File: config.mk
export PLATFORM = sky130hd
export DESIGN_NAME = imem_fetch_ctrl
export DESIGN_NICKNAME = d
export VERILOG_FILES = /design/src/rtl/imem_fetch_ctrl.sv
export SDC_FILE = /design/constraint.sdc
export NUM_CORES = 1
export LEC_CHECK = 0
export BUFFER_PORTS_ARGS = -buffer_cell sky130_fd_sc_hd__buf_2
export CELL_PAD_IN_SITES_DETAIL_PLACEMENT = 0
export CELL_PAD_IN_SITES_GLOBAL_PLACEMENT = 1
export CORE_ASPECT_RATIO = 1.1
export CORE_MARGIN = 3
export CORE_UTILIZATION = 32
export CTS_BUF_LIST = sky130_fd_sc_hd__clkbuf_2 sky130_fd_sc_hd__clkbuf_4 sky130_fd_sc_hd__clkbuf_8
export DETAILED_ROUTE_END_ITERATION = 10
export HOLD_SLACK_MARGIN = 0.02
export PLACE_DENSITY_LB_ADDON = 0.15
export REMOVE_ABC_BUFFERS = 1
export SYNTH_ARGS = -nofsm -noshare
export SYNTH_HDL_FRONTEND = slang
export SYNTH_SLANG_ARGS = --single-unit
File: constraint.sdc
create_clock -name clk -period 1.5 [get_ports clk]
set_input_delay 0.075 -clock clk [delete_from_list [all_inputs] [get_ports clk]]
set_output_delay 0.075 -clock clk [all_outputs]
set_load 0.01 [all_outputs]
File: src/rtl/imem_fetch_ctrl.sv
// Instruction-memory sequencer: assembles big-endian 32-bit fetches from a byte-wide
// single-port RAM and arbitrates that port with the boot loader's byte writes.
module imem_fetch_ctrl #(
  parameter int unsigned ADDR_W = 8
) (
  input  logic              clk,
  input  logic              reset_n,
  input  logic              fetch_valid,
  output logic              fetch_ready,
  input  logic [31:0]       fetch_pc,
  input  logic              flush,
  output logic              rsp_valid,
  input  logic              rsp_ready,
  output logic [31:0]       rsp_instr,
  output logic              rsp_err,
  input  logic              ld_valid,
  output logic              ld_ready,
  input  logic [ADDR_W-1:0] ld_addr,
  input  logic [7:0]        ld_data,
  output logic              mem_en,
  output logic              mem_we,
  output logic [ADDR_W-1:0] mem_addr,
  output logic [7:0]        mem_wdata,
  input  logic [7:0]        mem_rdata
);

  localparam logic [1:0] S_IDLE  = 2'd0;
  localparam logic [1:0] S_FETCH = 2'd1;
  localparam logic [1:0] S_RESP  = 2'd2;

  logic [1:0]        state_q, state_d;
  logic [2:0]        cnt_q, cnt_d;
  logic [ADDR_W-1:0] base_q, base_d;
  logic [31:0]       instr_q, instr_d;
  logic              err_q, err_d;
  logic              pc_bad;

  assign pc_bad = (fetch_pc[1:0] != 2'b00) || ((fetch_pc >> ADDR_W) != '0);

  always_comb begin
    state_d     = state_q;
    cnt_d       = cnt_q;
    base_d      = base_q;
    instr_d     = instr_q;
    err_d       = err_q;
    fetch_ready = 1'b0;
    ld_ready    = 1'b0;
    mem_en      = 1'b0;
    mem_we      = 1'b0;
    mem_addr    = '0;
    mem_wdata   = '0;

    case (state_q)
      S_IDLE: begin
        ld_ready    = 1'b1;
        fetch_ready = !ld_valid && !flush;
        if (ld_valid) begin
          mem_en    = 1'b1;
          mem_we    = 1'b1;
          mem_addr  = ld_addr;
          mem_wdata = ld_data;
        end else if (fetch_valid && !flush) begin
          // Only the low address bits are kept: a good fetch has the rest zero.
          base_d  = fetch_pc[ADDR_W-1:0];
          cnt_d   = '0;
          instr_d = '0;
          err_d   = pc_bad;
          state_d = pc_bad ? S_RESP : S_FETCH;
        end
      end

      S_FETCH: begin
        if (cnt_q <= 3'd3) begin
          mem_en   = 1'b1;
          mem_addr = base_q + ADDR_W'(cnt_q);
        end
        if (!flush) begin
          case (cnt_q)
            3'd1:    instr_d[31:24] = mem_rdata;
            3'd2:    instr_d[23:16] = mem_rdata;
            3'd3:    instr_d[15:8]  = mem_rdata;
            3'd4:    instr_d[7:0]   = mem_rdata;
            default: ;
          endcase
        end
        if (cnt_q == 3'd4) begin
          state_d = S_RESP;
        end else begin
          cnt_d = cnt_q + 3'd1;
        end
        if (flush) begin
          state_d = S_IDLE;
        end
      end

      S_RESP: begin
        if (rsp_ready || flush) begin
          state_d = S_IDLE;
        end
      end

      default: state_d = S_IDLE;
    endcase
  end

  always_ff @(posedge clk or negedge reset_n) begin
    if (!reset_n) begin
      state_q <= S_IDLE;
      cnt_q   <= '0;
      base_q  <= '0;
      instr_q <= '0;
      err_q   <= 1'b0;
    end else begin
      state_q <= state_d;
      cnt_q   <= cnt_d;
      base_q  <= base_d;
      instr_q <= instr_d;
      err_q   <= err_d;
    end
  end

  assign rsp_valid = (state_q == S_RESP);
  assign rsp_instr = instr_q;
  assign rsp_err   = err_q;

endmodule
==> results.md, run 1 <==
* Critical Path RT at ~1.4 ns
* First-pass GRT wire length at 10300 um
* Clock Sinks at 46
* Total gr overflow at 0
* Commonest cells after routing, fill and taps aside: buf_2, dfrtp_1, mux2_4, buf_6, buf_4
* Pwr/cell area at ~700 mW/mm^2
* Layout cells sized above 1 at just under 70%
* Leak at 2.10 nW
* Fmax at just under 0.5 GHz
* IR Drop Worst-Case VDD at 0.548 mV
* Max-slew violations at 0
* RD Place Congestion at between 0.7 and 0.8
* Post-layout util at 57.0%
* Final min period at 2.06 ns
* Number of buffers created by CTS at 5
* Routed WL per cell at 15.2 um
* Setup Slack @ Placement at -0.258 ns
* Clock skew at around 0.0037 ns
* Failing checks: negative setup slack
* Rel. slew slack at 74.3%
* Core footprint at 0.00705 sq mm
* Post-Syn Area per Cell at around 11 sq um
* Mapped cell area at 0.00234 sq mm
* Post-synth EDFFs at 0
* I/O pin cnt at 116
* Least-Margin Pin Slew at 0.382 ns
* # port buffers at 115
* Vias in the first global route at about 2200
* CTS root buffer: clkbuf_8
* Main combinational cell family by area after synthesis: multiplexers
* Crit path DAT at 1.99 ns
* Compound-gate portion of the synthesized area at roughly 7%
* # rows at 32
* Initial Util at 33.3%
* Post-route clock period utilization at 138%
* DP Wirelength at 4560 um
* Initial antenna violation count at 0
* Vias post-DR at between 2000 and 2500
* Area grow syn2layout at 71.3%
* Nets at ~440
* Clock insertion delay at the later pin of the skew report at 0.29 ns
* Worst hold path class: primary input to flop
* Clock transition at path regs at 0.08 ns
* Die Ht at between 90 and 100 um
* DRT iter0 DRCs at 51
* Placed insts at 423
* Xor-xnor portion of the synthesized cell area at about 2.2%
* TNS Setup at -7.84 ns
* Fin area at ~0.0040 sq mm
* RSZ-0062 raised after global routing: yes
* CP max FO at 2
* Crit Path Category: flop to output pin
* Post-Layout Cell Count at 450
* FILL cells at 620
* Pre-Repair DR Iteration Count at 4
* YS warnings at 0
* Post-route setup slack at -0.564 ns
* Top_reg_cell synth: dfrtp_1
* Final setup violation count at 56
* DRC Markers at 0
* CP startpoint kind: flop
* Mapped Cells at 204
* Adder-cell area share of the yosys netlist at approximately 5%
* Post-synthesis mux area share at 18.7%
* Seq cells post-synth at 46
* Total die area at 0.00839 sq mm
* CTS tree: built
* Synth unique cells at 33
* H-tree depth at 2
* CP endpoint kind: output pin
* Die X at approximately 88 um
* Status: finished, violations left
* Simple-Gate Fraction of Synth Area at roughly 15%
* Routed wire length at 6860 um
* Fin. Hold Viols at 0
* Asr flop ratio synth at 100%
* Aggregate global-route resource usage at 15.5%
* Max Cap Violations at 0
* Antenna diode count at 0
* FF+latch area at 0.00115 sq mm
* Mean number of vias per cell at ~4.7
* Footprint of the multi-input gates at 0.00153 sq mm
* Largest net degree at the start of global routing at 47
* Post-placement cell area at 0.00322 sq mm
* Antenna-violating nets left at 0
* Most common cell after layout, fill and taps aside: buf_2
* Max clock buf depth at 2
* Seq/Total Area, Yosys at just under 50%
[sequential cells by signal, indices dropped and copies added (netlist names)]
register,count
cnt_q,3
rsp_instr,32
rsp_err,1
state_q,2
base_q,8
[worst max-delay path, stage by stage, from the launching register on]
cell,delay [ns]
dfrtp_1,0.37
ha_2,0.20
inv_2,0.04
fa_2,0.36
nor2b_4,0.14
buf_4,0.12
o21ai_2,0.05
xor2_1,0.17
o21ai_1,0.12
buf_2,0.14
[metrics by stage]
| stage | hold WS [ns] | power [W] |
|---|---|---|
| after floorplan | -0.221 | 0.00153 |
| after global placement | 0.0752 | 0.00176 |
| after detailed placement | 0.0753 | 0.00177 |
| after CTS | 0.0218 | 0.00279 |
| after global routing | 0.0245 | 0.00297 |
| final | 0.0304 | 0.00282 |
[report_power, final]
group / switching [W] / internal [W]
logic: 0.000227 / 0.000323
registers: 0.0000580 / 0.00129
clock network: 0.000388 / 0.000535
[final timing paths]
| path | end | slack, ns | startpoint | cells after the start |
|---|---|---|---|---|
| setup / recovery | mem_addr[4] | -0.56 | base_q[0] | 9 |
| hold / removal | base_q[2] | 0.03 | fetch_pc[2] | 2 |
| min in group asynchronous | base_q[6] | 0.29 | reset_n | 3 |
| max in group asynchronous | state_q[1] | 0.98 | reset_n | 3 |
| hold reg to reg | rsp_err | 0.50 | rsp_err | 2 |
| setup reg to reg | rsp_instr[15] | -0.24 | cnt_q[0] | 7 |
[timing repair]
item / CTS / global route
resized for setup: 88 / 46
pin swaps: 21 / 18
hold buffers: 7 / 0
hold endpoints to repair: 52 / 0
cloned: 2 / 0
setup buffers: 6 / 7
setup endpoints to repair: 58 / 64
[area by class of cell]
| type | instances | share of cell area (%) |
|---|---|---|
| multi-input combinational | 144 | 38.1 |
| sequential | 46 | 28.7 |
| timing repair buffer | 159 | 26.9 |
| tap | 85 | 2.65 |
| clock buffer | 7 | 2.09 |
| inverter | 8 | 0.810 |
| clock inverter | 1 | 0.748 |
[Yosys cell counts (2+ instances only)]
master / number / area [sq um]
nor2_1: 6 / 22.5
nand2_1: 15 / 56.3
a21oi_1: 7 / 35.0
nor4_1: 6 / 37.5
o21ai_0: 15 / 75.1
nand2b_1: 4 / 25.0
dfrtp_1: 46 / 1150
nor2b_1: 4 / 25.0
and2_1: 9 / 56.3
xor2_1: 3 / 26.3
xnor2_1: 3 / 26.3
buf_6: 3 / 33.8
inv_1: 8 / 30.0
and3_1: 8 / 50.1
ha_1: 8 / 100
mux2_2: 39 / 439
nand4_1: 2 / 12.5
nand3_1: 3 / 15.0
[metal layers]
layer | track usage, % | share of wire (%) | wire length (um)
met4 | 3.07 | 0.51 | 35
met5 | 0 | 0 | 0
met1 | 18.7 | 38 | 2630
met2 | 28.3 | 54 | 3710
met3 | 3.42 | 7.0 | 483
[cells by family after synthesis]
logic type      after synthesis
compound gates               29
xor+xnor                      6
fa+ha+maj                     9
buf+inv                      14
flops                        46
mux                          39
simple gates                 61
Power figures use the tool's default switching activity.
==> inputs of run 2 (changes only) <==
--- a/config.mk
+++ b/config.mk
@@ -5,12 +5,13 @@
 export SDC_FILE = /design/constraint.sdc
 export NUM_CORES = 1
 export LEC_CHECK = 0
+export ABC_AREA = 1
 export BUFFER_PORTS_ARGS = -buffer_cell sky130_fd_sc_hd__buf_2
 export CELL_PAD_IN_SITES_DETAIL_PLACEMENT = 0
 export CELL_PAD_IN_SITES_GLOBAL_PLACEMENT = 1
 export CORE_ASPECT_RATIO = 1.1
 export CORE_MARGIN = 3
-export CORE_UTILIZATION = 32
+export CORE_UTILIZATION = 30
 export CTS_BUF_LIST = sky130_fd_sc_hd__clkbuf_2 sky130_fd_sc_hd__clkbuf_4 sky130_fd_sc_hd__clkbuf_8
 export DETAILED_ROUTE_END_ITERATION = 10
 export HOLD_SLACK_MARGIN = 0.02
==> results.md, run 2 <==
* Final min period at 1.91 ns
* Post-layout util at 47.4%
* Total Power at 0.00360 W
* Fin. Hold Viols at 0
* Max-slew violations at 0
* Nets at approximately 520
* Clock skew at 0.0104 ns
* Commonest cells post-synth: nand2_1, dfrtp_1, nor2_1
* Pwr/cell area at 955 mW/mm^2
* DRT iter0 DRCs at 40
* Number of buffers created by CTS at 5
* Aggregate global-route resource usage at 14.6%
* Synth area leader: dfrtp_1
* R2r setup slk at -0.06 ns
* Asr flop ratio synth at 100%
* Max clock buf depth at 2
* H-tree depth at 2
* Post-route setup slack at -0.412 ns
* Total gr overflow at 0
* Leak at 1.91 nW
* RSZ-0062 raised after global routing: yes
* FILL cells at 845
* Layout cells sized above 1 at 47.4%
* Largest net degree at the start of global routing at 47
* Synth top area cells: dfrtp_1, nand2_1, o21ai_2
* Commonest cells after routing, fill and taps aside: buf_2, nand2_1, dfrtp_1, nor2_1, o21ai_1
* Status: finished, violations left
* YS warnings at 0
* Core footprint at 0.00796 sq mm
* CP endpoint kind: output pin
* CP max FO at 2
* Final setup violation count at 17
* Post-route clock period utilization at 127%
* Critical Path RT at 1.42 ns
* Least-Margin Pin Slew at 0.362 ns
* Failing checks: negative setup slack
* Total die area at 0.00932 sq mm
* Synth unique cells at 29
* Seq cells post-synth at 46
* DRC Markers at 0
* Fin area at 0.00377 sq mm
* Fmax at 0.523 GHz
* Most common cell after layout, fill and taps aside: buf_2
* Worst hold path class: primary input to flop
* Count leader, synth: nand2_1
* IR Drop Worst-Case VDD at around 0.5 mV
* Post-Syn Area per Cell at 8.28 sq um
* Flip-flop count of the largest register after layout at 32
* Initial antenna violation count at 0
* Mean number of vias per cell at ~4.3
* Die Ht at 101 um
* Crit path DAT at 1.84 ns
* Post-synth EDFFs at 0
* TNS Setup at -3.51 ns
* CP startpoint kind: flop
* Rel. slew slack at about 76%
* Routed wire length at just under 7000 um
* Crit Path Category: flop to output pin
* # rows at 34
* Clock transition at path regs at roughly 0.10 ns
* Initial Util at a little over 30%
* Top_reg_cell synth: dfrtp_1
* Post-placement cell area at 0.00330 sq mm
* Routed WL per cell at ~12 um
* Antenna-violating nets left at 0
* First-pass GRT wire length at roughly 11000 um
* Vias post-DR at 2427
* Mapped cell area at 0.00246 sq mm
* I/O pin cnt at 116
* Mapped Cells at around 300
* DP Wirelength at 4890 um
* Clock Sinks at 46
* CTS root buffer: clkbuf_8
* # port buffers at 115
* Top cell type's share of synthesized area at a little under half
* RD Place Congestion at a little under 0.8
* Vias in the first global route at about 2200
* CTS tree: built
* Seq/Total Area, Yosys at 46.8%
* Pre-Repair DR Iteration Count at 4
* Fin Hold WS at 0.112 ns
* Die X at a little over 90 um
* Footprint of the multi-input gates at about 0.0013 sq mm
* Clock insertion delay at the later pin of the skew report at 0.30 ns
* Area grow syn2layout at 53.3%
* FF+latch area at roughly 0.0012 sq mm
* Antenna diode count at 0
* Max Cap Violations at 0
[run 2: changes by cell type in the layout (fill, tap and decap cells not counted), moves of 6 or more]
cell and delta:
and3_4 -8, and2_1 -8, nand2_1 +82, mux2_2 -10, nor2_1 +28, o21ai_2 +14, mux2_4 -29, buf_6 -14
nand2_2 +11, o21ai_1 +15, nor4_1 -6, buf_2 +10
[run 2: where the power goes]
group          switching (W)  internal [W]
sequential         0.0000990       0.00138
combinational       0.000713      0.000618
clock               0.000462      0.000334
[run 2: through the flow]
stage	setup WS, ns	std cells
2_1_floorplan	-0.233	289
3_3_place_gp	-0.235	535
3_5_place_dp	-0.256	535
4_1_cts	-0.446	555
5_1_grt	-0.530	562
6_report	-0.412	562
[run 2: cell families after synthesis]
kind of cell             count (synthesis)  share of synthesized area [%]
AND/OR/NAND/NOR                        155                           26.5
XOR/XNOR                                 2                          0.712
flip-flops                              46                           46.8
AO/OA/AOI/OAI                           59                           15.7
buffers and inverters                   26                           5.44
adder cells (fa/ha/maj)                  9                           4.88
[run 2: final cells by class]
| type | instances | share of cell area [%] |
|---|---|---|
| Multi-Input combinational cell | 226 | 35.2 |
| Sequential cell | 46 | 30.6 |
| Timing Repair Buffer | 156 | 26.3 |
| Tap cell | 108 | 3.58 |
| Inverter | 18 | 1.86 |
| Clock buffer | 5 | 1.83 |
| Clock inverter | 3 | 0.631 |
[run 2: worst paths after layout]
check	endpoint	depth (start not counted)	start
max	mem_addr[2]	7	base_q[0]
min	rsp_instr[11]	3	mem_rdata[3]
max reg2reg	rsp_instr[11]	7	cnt_q[0]
min reg2reg	rsp_instr[25]	2	rsp_instr[25]
max in group asynchronous	state_q[0]	3	reset_n
min in group asynchronous	rsp_instr[25]	3	reset_n
[run 2: metal layers]
layer	up-vias	part of all wire (%)	global-route usage, %
met5	-	0	0
met4	0	1.1	3.77
met3	5	6.5	3.14
met2	81	48	25.6
met1	1068	44	18.2
li1	1273	-	-
[run 2: repair_timing]
action / 4_1_cts / 5_1_grt
pin swaps: 11 / 5
buffers inserted: 2 / 6
hold buffers: 9 / 0
gates cloned: 1 / 1
endpoints found under the hold margin: 54 / 0
gates resized for setup: 31 / 29
endpoints found under the setup margin: 35 / 50
[run 2: critical path, cell delays in order (launching register included)]
cell and delay [ns]:
dfrtp_1 0.37, ha_2 0.20, inv_2 0.04, fa_2 0.36
buf_4 0.15, xor2_1 0.13, o21ai_1 0.14, buf_2 0.15
==> inputs of run 3 (changes only) <==
==> constraint.sdc (replaced) <==
create_clock -name clk -period 1.5 [get_ports clk]
set_input_delay 0.075 -clock clk [delete_from_list [all_inputs] [get_ports clk]]
set_output_delay 0.075 -clock clk [all_outputs]
set_load 0.1 [all_outputs]
==> results.md, run 3 (synthesis results as in run 2) <==
* Status: finished, violations left
* Failing checks: negative setup slack
* Pre-Repair DR Iteration Count at 4
* CP max stage cell: dfrtp_1
* Rel. slew slack at 67.2%
* RD Place Congestion at 0.801
* Fin Hold WS at 0.0917 ns
* CP endpoint kind: output pin
* Fin. Hold Viols at 0
* Worst-path cell chain: buf_4 > ha_1 > ha_2 > a21oi_2 > nor2_2 > buf_6 > nand2_1 > o21ai_1 > buf_4 > buf_12
* Max Cap Violations at 0
* CP startpoint kind: flop
* CP max stage delay at 0.39 ns
* Final min period at 2.07 ns
* DRT iter0 DRCs at 90
* Post-route clock period utilization at 138%
* Max-slew violations at 0
* IR Drop Worst-Case VDD at between 0.7 and 0.8 mV
* Total die area at between 0.009 and 0.01 sq mm
* H-tree depth at 2
* First-pass GRT wire length at approximately 12000 um
* Aggregate global-route resource usage at 15.7%
* Crit path DAT at 1.99 ns
* Critical Path RT at 1.42 ns
* # port buffers at 115
* I/O pin cnt at between 100 and 150
* FILL cells at 742
* Worst hold path class: primary input to flop
* Clock transition at path regs at 0.09 ns
* Worst r2r src: state_q[0]
* Antenna-violating nets left at 0
* CTS root buffer: clkbuf_8
* Vias post-DR at between 2000 and 3000
* Clock skew at between 0.003 and 0.004 ns
* Most common cell after layout, fill and taps aside: buf_2
* Post-route setup slack at -0.567 ns
* Fin area at 0.00448 sq mm
* Crit Path Category: flop to output pin
* Final setup violation count at 43
* Setup Slack @ Placement at -0.359 ns
* Number of buffers created by CTS at 5
* Crit path from: cnt_q[0]
* Clock insertion delay at the later pin of the skew report at approximately 0.30 ns
* R2r setup slk at -0.15 ns
* CP bufs+invs at 4
* Mean number of vias per cell at 4.46
* Post-Layout Cell Count at 578
* Least-Margin Pin Slew at between 0.4 and 0.5 ns
* DP Wirelength at 5170 um
* Layout cells sized above 1 at 56.2%
* Most used cell, CP: buf_4
* CP max FO at 5
* Critical path's top delay family: buffers and inverters
* Flip-flop count of the largest register after layout at 32
* CTS tree: built
* Largest net degree at the start of global routing at between 40 and 50
* Antenna diode count at 0
* Initial Util at 30.9%
* Routed WL per cell at 13.1 um
* Die X at 92.3 um
* Leak at between 2 and 2.5 nW
* Area grow syn2layout at 82.3%
* Vias in the first global route at 2435
* DRC Markers at 0
* # rows at 34
* Nets at 540
* Placed insts at 547
* HP Start: mem_rdata[0]
* Pwr/cell area at 1200 mW/mm^2
* Initial antenna violation count at 0
* Total gr overflow at 0
* Clock Sinks at 46
* Commonest cells after routing, fill and taps aside: buf_2, nand2_1, dfrtp_1, buf_12, buf_4
* Routed wire length at 7580 um
* Core footprint at 0.00796 sq mm
* Total Power at 0.00537 W
* Fmax at between 0.4 and 0.5 GHz
* RSZ-0062 raised after global routing: yes
* Die Ht at 101 um
* Post-placement cell area at 0.00372 sq mm
* Max clock buf depth at 2
## run 3: through the flow
| step | utilization, % | TNS, ns |
|---|---|---|
| after global routing | 56.4 | -10.75 |
| after detailed placement | 46.8 | -3.13 |
| after CTS | 52.4 | -4.99 |
| final | 56.4 | -7.87 |
| after floorplan | - | -51.76 |
| after global placement | 46.8 | -2.67 |
## run 3: path summary, 6_finish.rpt
| check | endpoint | cells after the start |
|---|---|---|
| setup / recovery | mem_addr[4] | 10 |
| hold / removal | rsp_instr[24] | 3 |
| setup reg to reg | rsp_instr[14] | 10 |
| hold reg to reg | rsp_instr[9] | 2 |
| max in group asynchronous | state_q[0] | 3 |
| min in group asynchronous | rsp_instr[27] | 3 |
## run 3: area by class of cell
type	instances	area, sq um	share of cell area, %
Multi-Input combinational cell	228	1550	34.6
Timing Repair Buffer	170	1460	32.5
Sequential cell	46	1150	25.7
Tap cell	108	135	3.01
Inverter	18	75.1	1.67
Clock buffer	5	68.8	1.53
Clock inverter	3	43.8	0.977
## run 3: metal layers
metal | track usage [%] | part of all wire [%] | up-vias
met2 | 27.1 | 51 | 94
li1 | - | - | 1310
met4 | 3.77 | 0.67 | 0
met3 | 3.29 | 6.5 | 6
met1 | 20.2 | 42 | 1167
met5 | 0 | 0 | -
## run 3: tightest hold or removal path: stages
cell,delay (ns)
buf_2,0.11
nand2_2,0.11
o21ai_2,0.07
## run 3: power breakdown
part	internal [W]	leakage, nW	switching (W)
combinational	0.00113	1.45	0.00184
clock	0.000500	0.0585	0.000443
sequential	0.00138	0.623	0.0000849
total	0.00300	2.13	0.00237
## run 3: what timing repair did
action                                  CTS  global route
pin swaps                                13            14
cloned                                    1             3
setup buffers                             7             5
hold buffers                              9             0
endpoints found under the setup margin   49            59
resized for setup                        53            66
hold endpoints to repair                 54             0
